**src/rtl/cubehash_msg_ctrl.sv**
```systemverilog
// Message packer and handshake sequencer in front of the CubeHash core.
// Optional byte counter output msg_len is enabled with `define CUBEHASH_MSG_LEN_EN.
module cubehash_msg_ctrl #(
  parameter int         WORDS    = 8,
  parameter logic [7:0] PAD_BYTE = 8'h80
) (
  input  logic                clk,
  input  logic                rst,
  input  logic                in_valid,
  output logic                in_ready,
  input  logic [31:0]         in_data,
  input  logic                in_last,
  input  logic [1:0]          in_bytes,
  output logic                core_init,
  output logic                core_start,
  output logic [WORDS*32-1:0] core_msg,
  output logic                core_fetch,
  output logic                core_load,
  input  logic                core_busy,
  input  logic [WORDS*32-1:0] core_hash,
`ifdef CUBEHASH_MSG_LEN_EN
  output logic [63:0]         msg_len,
`endif
  output logic                out_valid,
  output logic [WORDS*32-1:0] out_hash,
  input  logic                out_ready
);
  localparam int CW = $clog2(WORDS);
  localparam int BW = WORDS * 32;

  typedef enum logic [2:0] {IDLE, INIT_W, FILL, ISSUE, RUN, FINAL, OUT} state_t;

  state_t          state_reg, state_next;
  logic [CW-1:0]   cnt_reg, cnt_next;
  logic            wait_reg, wait_next;
  logic [BW-1:0]   buf_reg, buf_next;
  logic            final_reg, final_next;
  logic            pad_reg, pad_next;
  logic            fetch_reg, fetch_next;
  logic            seen_reg, seen_next;
  logic            init_reg, init_next;
  logic            start_reg, start_next;
  logic            load_reg, load_next;
  logic            valid_reg, valid_next;
  logic [BW-1:0]   hash_reg, hash_next;
`ifdef CUBEHASH_MSG_LEN_EN
  logic [63:0]     len_reg, len_next;
`endif

  logic [31:0]     word_in;
  logic [2:0]      word_bytes;

  // Last word keeps its valid bytes, gets the pad byte next, and is zero beyond.
  always_comb begin
    word_in    = in_data;
    word_bytes = 3'd4;
    if (in_last) begin
      case (in_bytes)
        2'd1:    begin word_in = {in_data[31:24], PAD_BYTE, 16'h0}; word_bytes = 3'd1; end
        2'd2:    begin word_in = {in_data[31:16], PAD_BYTE, 8'h0};  word_bytes = 3'd2; end
        2'd3:    begin word_in = {in_data[31:8],  PAD_BYTE};        word_bytes = 3'd3; end
        default: begin word_in = in_data;                           word_bytes = 3'd4; end
      endcase
    end
  end

  always_ff @(posedge clk or posedge rst) begin
    if (rst) begin
      state_reg <= IDLE;
      cnt_reg   <= '0;
      wait_reg  <= 1'b0;
      buf_reg   <= '0;
      final_reg <= 1'b0;
      pad_reg   <= 1'b0;
      fetch_reg <= 1'b0;
      seen_reg  <= 1'b0;
      init_reg  <= 1'b0;
      start_reg <= 1'b0;
      load_reg  <= 1'b0;
      valid_reg <= 1'b0;
      hash_reg  <= '0;
`ifdef CUBEHASH_MSG_LEN_EN
      len_reg   <= '0;
`endif
    end else begin
      state_reg <= state_next;
      cnt_reg   <= cnt_next;
      wait_reg  <= wait_next;
      buf_reg   <= buf_next;
      final_reg <= final_next;
      pad_reg   <= pad_next;
      fetch_reg <= fetch_next;
      seen_reg  <= seen_next;
      init_reg  <= init_next;
      start_reg <= start_next;
      load_reg  <= load_next;
      valid_reg <= valid_next;
      hash_reg  <= hash_next;
`ifdef CUBEHASH_MSG_LEN_EN
      len_reg   <= len_next;
`endif
    end
  end

  always_comb begin
    state_next = state_reg;
    cnt_next   = cnt_reg;
    wait_next  = wait_reg;
    buf_next   = buf_reg;
    final_next = final_reg;
    pad_next   = pad_reg;
    fetch_next = fetch_reg;
    seen_next  = seen_reg;
    init_next  = 1'b0;
    start_next = 1'b0;
    load_next  = 1'b0;
    valid_next = valid_reg;
    hash_next  = hash_reg;
`ifdef CUBEHASH_MSG_LEN_EN
    len_next   = len_reg;
`endif
    case (state_reg)
      IDLE: begin
        if (in_valid) begin
          init_next  = 1'b1;
          wait_next  = 1'b0;
          cnt_next   = '0;
          buf_next   = '0;
          final_next = 1'b0;
          pad_next   = 1'b0;
`ifdef CUBEHASH_MSG_LEN_EN
          len_next   = '0;
`endif
          state_next = INIT_W;
        end
      end
      INIT_W: begin
        // Core latches init, then loads the IV a cycle later; stay clear of both.
        wait_next = 1'b1;
        if (wait_reg) state_next = FILL;
      end
      FILL: begin
        if (in_valid) begin
          for (int i = 0; i < WORDS; i++) begin
            if (int'(cnt_reg) == i)
              buf_next[BW-1-32*i -: 32] = word_in;
            else if (in_last && in_bytes == 2'd0 && int'(cnt_reg) + 1 == i)
              buf_next[BW-1-32*i -: 32] = {PAD_BYTE, 24'h0};
          end
`ifdef CUBEHASH_MSG_LEN_EN
          len_next = len_reg + 64'(word_bytes);
`endif
          if (in_last) begin
            if (in_bytes == 2'd0 && cnt_reg == CW'(WORDS-1)) pad_next   = 1'b1;
            else                                               final_next = 1'b1;
            state_next = ISSUE;
          end else if (cnt_reg == CW'(WORDS-1)) begin
            state_next = ISSUE;
          end else begin
            cnt_next = cnt_reg + 1'b1;
          end
        end
      end
      ISSUE: begin
        if (!core_busy) begin
          start_next = 1'b1;
          state_next = RUN;
        end
      end
      RUN: begin
        // Busy only rises the cycle after the start pulse, so ignore that cycle.
        if (!start_reg && !core_busy) begin
          if (pad_reg) begin
            buf_next   = {PAD_BYTE, {(BW-8){1'b0}}};
            pad_next   = 1'b0;
            final_next = 1'b1;
            state_next = ISSUE;
          end else if (final_reg) begin
            fetch_next = 1'b1;
            seen_next  = 1'b0;
            state_next = FINAL;
          end else begin
            buf_next   = '0;
            cnt_next   = '0;
            state_next = FILL;
          end
        end
      end
      FINAL: begin
        if (core_busy) seen_next = 1'b1;
        if (seen_reg && !core_busy) begin
          hash_next  = core_hash;
          valid_next = 1'b1;
          fetch_next = 1'b0;
          load_next  = 1'b1;
          state_next = OUT;
        end
      end
      OUT: begin
        if (out_ready) begin
          valid_next = 1'b0;
          state_next = IDLE;
        end
      end
      default: state_next = IDLE;
    endcase
  end

  assign in_ready   = (state_reg == FILL);
  assign core_init  = init_reg;
  assign core_start = start_reg;
  assign core_msg   = buf_reg;
  assign core_fetch = fetch_reg;
  assign core_load  = load_reg;
  assign out_valid  = valid_reg;
  assign out_hash   = hash_reg;
`ifdef CUBEHASH_MSG_LEN_EN
  assign msg_len    = len_reg;
`endif
endmodule

```
**config.mk**
```make
export PLATFORM = sky130hd
export DESIGN_NAME = cubehash_msg_ctrl
export DESIGN_NICKNAME = d
export VERILOG_FILES = /design/src/rtl/cubehash_msg_ctrl.sv
export SDC_FILE = /design/constraint.sdc
export NUM_CORES = 1
export LEC_CHECK = 0
export ABC_AREA = 1
export ABC_CLOCK_PERIOD_IN_PS = 22600
export BUFFER_PORTS_ARGS = -buffer_cell sky130_fd_sc_hd__buf_4
export CAP_MARGIN = 5
export CORE_AREA = 2 2 316 318
export CTS_CLUSTER_SIZE = 25
export DETAILED_ROUTE_END_ITERATION = 7
export DIE_AREA = 0 0 318 320
export GPL_ROUTABILITY_DRIVEN = 0
export PLACE_DENSITY_LB_ADDON = 0.05
export RECOVER_POWER = 25
export SLEW_MARGIN = 20
export SYNTH_ARGS = -nofsm -noshare
export SYNTH_HDL_FRONTEND = slang
export SYNTH_SLANG_ARGS = --single-unit
```
**constraint.sdc**
```tcl
create_clock -name clk -period 22.6 [get_ports clk]
set_input_delay 4.52 -clock clk [delete_from_list [all_inputs] [get_ports clk]]
set_output_delay 4.52 -clock clk [all_outputs]
set_load 0.01 [all_outputs]
```
Word-level counts from Yosys, hierarchy flattened
Index checks and enable logic that the tools add are counted.
- bits in registers: 527
- output and inout bits: 518
- add/subtract/negate cells: 2
- equal/unequal tests: 51
- muxes and demuxes: 76
- reductions and logical operators: 39
- operators with widths (kind ; count):
    $mux W256 ; 5
    $pmux W256 S3 ; 1
    $mux W32 ; 16
    $eq A32 B4 Y1 const B ; 3
    $pmux W24 S3 ; 1
    $eq A32 B3 Y1 const B ; 2
    $mux W3 ; 18
    $reduce_and A6 Y1 ; 9
    $eq A32 B2 Y1 const B ; 1
    $logic_not A32 Y1 ; 1
    $ne A2 B2 Y1 const B ; 15
    $ne A3 B1 Y1 const B ; 9
    $mux W1 ; 26
    $eq A3 B3 Y1 const B ; 8
    $mux W24 ; 1
    $pmux W3 S7 ; 1
    $reduce_and A8 Y1 ; 2
    $eq A3 B2 Y1 const B ; 4
    $logic_and A1 B1 Y1 ; 12
    $reduce_and A5 Y1 ; 2
    $pmux W3 S3 ; 1
    $pmux W1 S2 ; 4
    $reduce_and A7 Y1 ; 1
    $eq A3 B1 Y1 const B ; 2
    15 further kinds ; 23

Depth between registers and ports, before layout
- depth after elaboration: 7
- mapped depth: 11

Worst setup path before layout
Ideal clock, no wire load.
- path kind: input to register
- from: in core_busy
- to: reg hash_reg[0], in the netlist out_hash[0]
- library setup time: 125 ps
- arrival time: 5522 ps
- data required time: 22475 ps
- setup slack: 16953 ps
- stages on the path: 6
- path buffers: 2
- cell sequence: inv_1 > nand2_1 > nor2_4 > buf_4 > buf_6 > mux2_2
- longest elaborated chain between the ends: 3
- ends and longest elaborated chain (element ; line ; RTL):
    from (decl) ; 19 ; input logic core_busy,
    $logic_not A1 Y1 ; 191 ; if (seen_reg && !core_busy) begin
    $logic_and A1 B1 Y1 ; 191 ;
    $reduce_and A2 Y1 (no source line) ; - ;
    to (signal assigned) ; 98 ; hash_reg <= hash_next;
    to (decl) ; 45 ; logic [BW-1:0] hash_reg, hash_next;
Every way passes these cells.
A chain may end at the register's enable or synchronous reset.

==> results.yml <==
route:
  ant_nets: 0
  wl_per_cell_um: 25.7
  drtPass1Iterations: 5
  viasPerCell: 4.57
  wl_mm: 110
  drc_errors: 0
  drt_first_iter_violations: 1343
  via_count: 19500
finish:
  fill_cells: 10200
  drive_gt1_share_pct: 41.4
  area_growth_pct: 41.3
  fin_nets: 3234
  fin_util_pct: 32.6
pwr:
  power_density_nw_per_um2: 108
  cellLeakagePower_nw: 17.1
  peakVddDrop_mv: 0.0964
worst_setup_path:
  critical_path_buf_inv_count: 3
  regToRegEndpoint: "out_hash[161]"
  path_max_fanout: 80
  critical-path-slowest-cell: "clkbuf_1"
  cp.required_ns: 22.21
  critPathMaxStageDelay_ns: 3.42
  endpoint_kind: "asynchronous set/reset pin"
  rr_startpoint: "state_reg[0]"
  path_cells: "clkbuf_4, clkinvlp_2, clkbuf_1"
  startpoint_type: "input port"
  arrival_ns: 10.23
  r2r_cells: 8
  ff2ff_setup_slack_ns: 16.84
  worstSetupPathType: "in2async"
  path_delay_family: "buffers and inverters"
synth:
  synth_ff_type: "dfrtp_1"
  synthesis.nets: 2486
  synth_edf_count: 0
  synth_cell_type_count: 25
  mappedNetlistArea_sq_um: 22600
  synth_area_leaders: "dfrtp_1 58%, mux2_2 13%, nand2_1 9.8%"
  synth.avg_cell_area_sq_um: 10.3
  synthTopCellsByCount: "591 x nand2_1, 527 x dfrtp_1, 262 x nor2_1"
  async_flop_share_pct: 100
  synth-warning-count: 0
  synth.yosys.seq_area_share_pct: 58.4
  yosys.area.top_type_share_pct: 58.4
  synth_seq_cells: 527
  syn-instance-count: 2184
  synth_top_area_cell: "dfrtp_1"
  synth_most_common_cell: "nand2_1"
sta:
  fin_skew_ns: 0.0308
  finalSetupTns_ns: 0
  setup_viol: 0
  rsz0062_at_grt: "no"
  hold_viol_final: 0
  post-route-period-util_pct: 47.0
  slew_viol_final: 300
  clock.fmax_mhz: 94.2
  tightest_slew_ns: 4.71
  slew_headroom_pct: -214
  finalCriticalPeriod_ns: 10.61
clocking:
  cts-resized-gates: 0
  cts_tree: "yes"
  cts_root_buf: "clkbuf_16"
  clk_latency_ns: 0.65
  clkSinkCount: 527
  post-cts-setup-buffers: 0
  path_clk_slew_ns: 0.05
  ctsHoldBuffers: 0
  htree_levels: 3
  cts_buffers: 70
  ctsLongestPathBuffers: 3
floorplanning:
  start_util_pct: 23.0
  coreArea_sq_um: 98000
  num_rows: 115
  die_h_um: 320
  io_pins: 814
  design.die.area_sq_um: 102000
  die_x_um: 318
global_route:
  antenna_found_initial: 7
  grt_max_degree: 185
  grt_use_total_pct: 21.1
  grt_pass1_wl_mm: 155
  grt_pass1_vias: 19700
  grt_overflow: 0
placed_design:
  place.port_buffers: 813
  place_hpwl_mm: 77.7
min_path:
  hold_depth: 2
  worstHoldEndpoint: "core_msg[63]"
  min_from: "core_msg[63]"
  min_path_type: "reg2reg"
outcome:
  status: "finished, violations left"
  violations: "capacitance limit, slew limit"
run:
  maxCapViolations: 5
==> layout by cell type (no fill, tap or decap), types with 2 or more instances in the layout <==
| cell type | Yosys | layout |
|---|---|---|
| bufinv_16 | 0 | 2 |
| clkinv_2 | 0 | 6 |
| dfrtp_1 | 527 | 527 |
| o21ai_2 | 7 | 5 |
| mux2_2 | 256 | 256 |
| buf_12 | 0 | 2 |
| nor2_4 | 5 | 4 |
| nand4_1 | 258 | 258 |
| clkbuf_16 | 0 | 71 |
| nor2_1 | 262 | 263 |
| diode_2 | 0 | 3 |
| clkbuf_8 | 0 | 20 |
| nand3_2 | 9 | 10 |
| buf_4 | 28 | 833 |
| nand2_2 | 1 | 3 |
| clkbuf_1 | 42 | 18 |
| nand2_1 | 591 | 589 |
| o21ai_0 | 10 | 10 |
| inv_6 | 0 | 2 |
| clkinv_8 | 0 | 4 |
| o21ai_4 | 0 | 3 |
| clkbuf_4 | 0 | 2 |
| nor2_2 | 2 | 2 |
| inv_1 | 31 | 30 |
| ha_1 | 6 | 6 |
| nand3_1 | 27 | 25 |
| inv_2 | 3 | 3 |
| a21oi_1 | 20 | 20 |
==> power breakdown <==
part	leakage, nW	internal, mW	switching [mW]
combinational	8.75	0.400	0.718
clock	1.13	0.668	0.458
sequential	7.22	1.11	0.0993
==> cell type report <==
type	count	area, sq um	share of cell area (%)
Sequential cell	527	13200	41.3
Multi-Input combinational cell	1457	8340	26.1
Timing Repair Buffer	841	6320	19.8
Clock buffer	105	2100	6.59
Tap cell	1287	1610	5.05
Clock inverter	16	200	0.627
Inverter	35	135	0.423
Antenna cell	3	7.51	0.0235
==> logic make-up (layout without fill, tap and decap cells) <==
family                   count (synthesis)  after routing  synth area share, %
other                                    0              3                    0
adder cells (fa/ha/maj)                  6              6                0.332
buffers and inverters                  200            997                 4.84
AND/OR/NAND/NOR                       1156           1156                 22.7
flip-flops                             527            527                 58.4
multiplexers                           256            256                 12.8
AO/OA/AOI/OAI                           39             39                0.986
==> stage by stage <==
stage          instances  hold slack (ns)  total power, mW  setup WS (ns)  cell area (sq um)
6_report            4271            0.471             3.45          11.99              31900
5_1_grt             4268            0.493             3.64          10.67              31900
3_5_place_dp        4147            0.460             2.36          14.11              29600
3_3_place_gp        4147            0.458             2.35          14.15              29600
2_1_floorplan       2184            0.453             1.84           3.35              22600
4_1_cts             4268            0.475             3.52          14.79              31900
==> worst reg2reg max path: cells and delay by family (launching register included) <==
| kind | cells | cell delay [ns] |
|---|---|---|
| buffers and inverters | 4 | 2.54 |
| and+or+nand+nor | 3 | 2.00 |
| DFF | 1 | 0.57 |
| muxes | 1 | 0.53 |
==> metal layers <==
| layer | part of all wire (%) | wire length (um) | GRT usage [%] |
|---|---|---|---|
| met5 | 0 | 0 | 0 |
| met4 | 2.4 | 2600 | 5.01 |
| met3 | 8.2 | 9050 | 7.04 |
| met2 | 49 | 54200 | 36.3 |
| met1 | 40 | 44100 | 25.5 |
==> how the worst max path moves through the flow <==
stage | start | to | slack (ns) | cells past startpoint
floorplan | rst | cnt_reg[0] | 3.35 | 1
global placement | core_busy | out_hash[193] | 14.15 | 8
detailed placement | core_busy | out_hash[161] | 14.11 | 8
CTS | core_busy | out_hash[161] | 14.79 | 8
global route | rst | out_hash[176] | 10.67 | 3
finish | rst | out_hash[176] | 11.99 | 3
No activity file was read; power rests on OpenSTA's default activity.
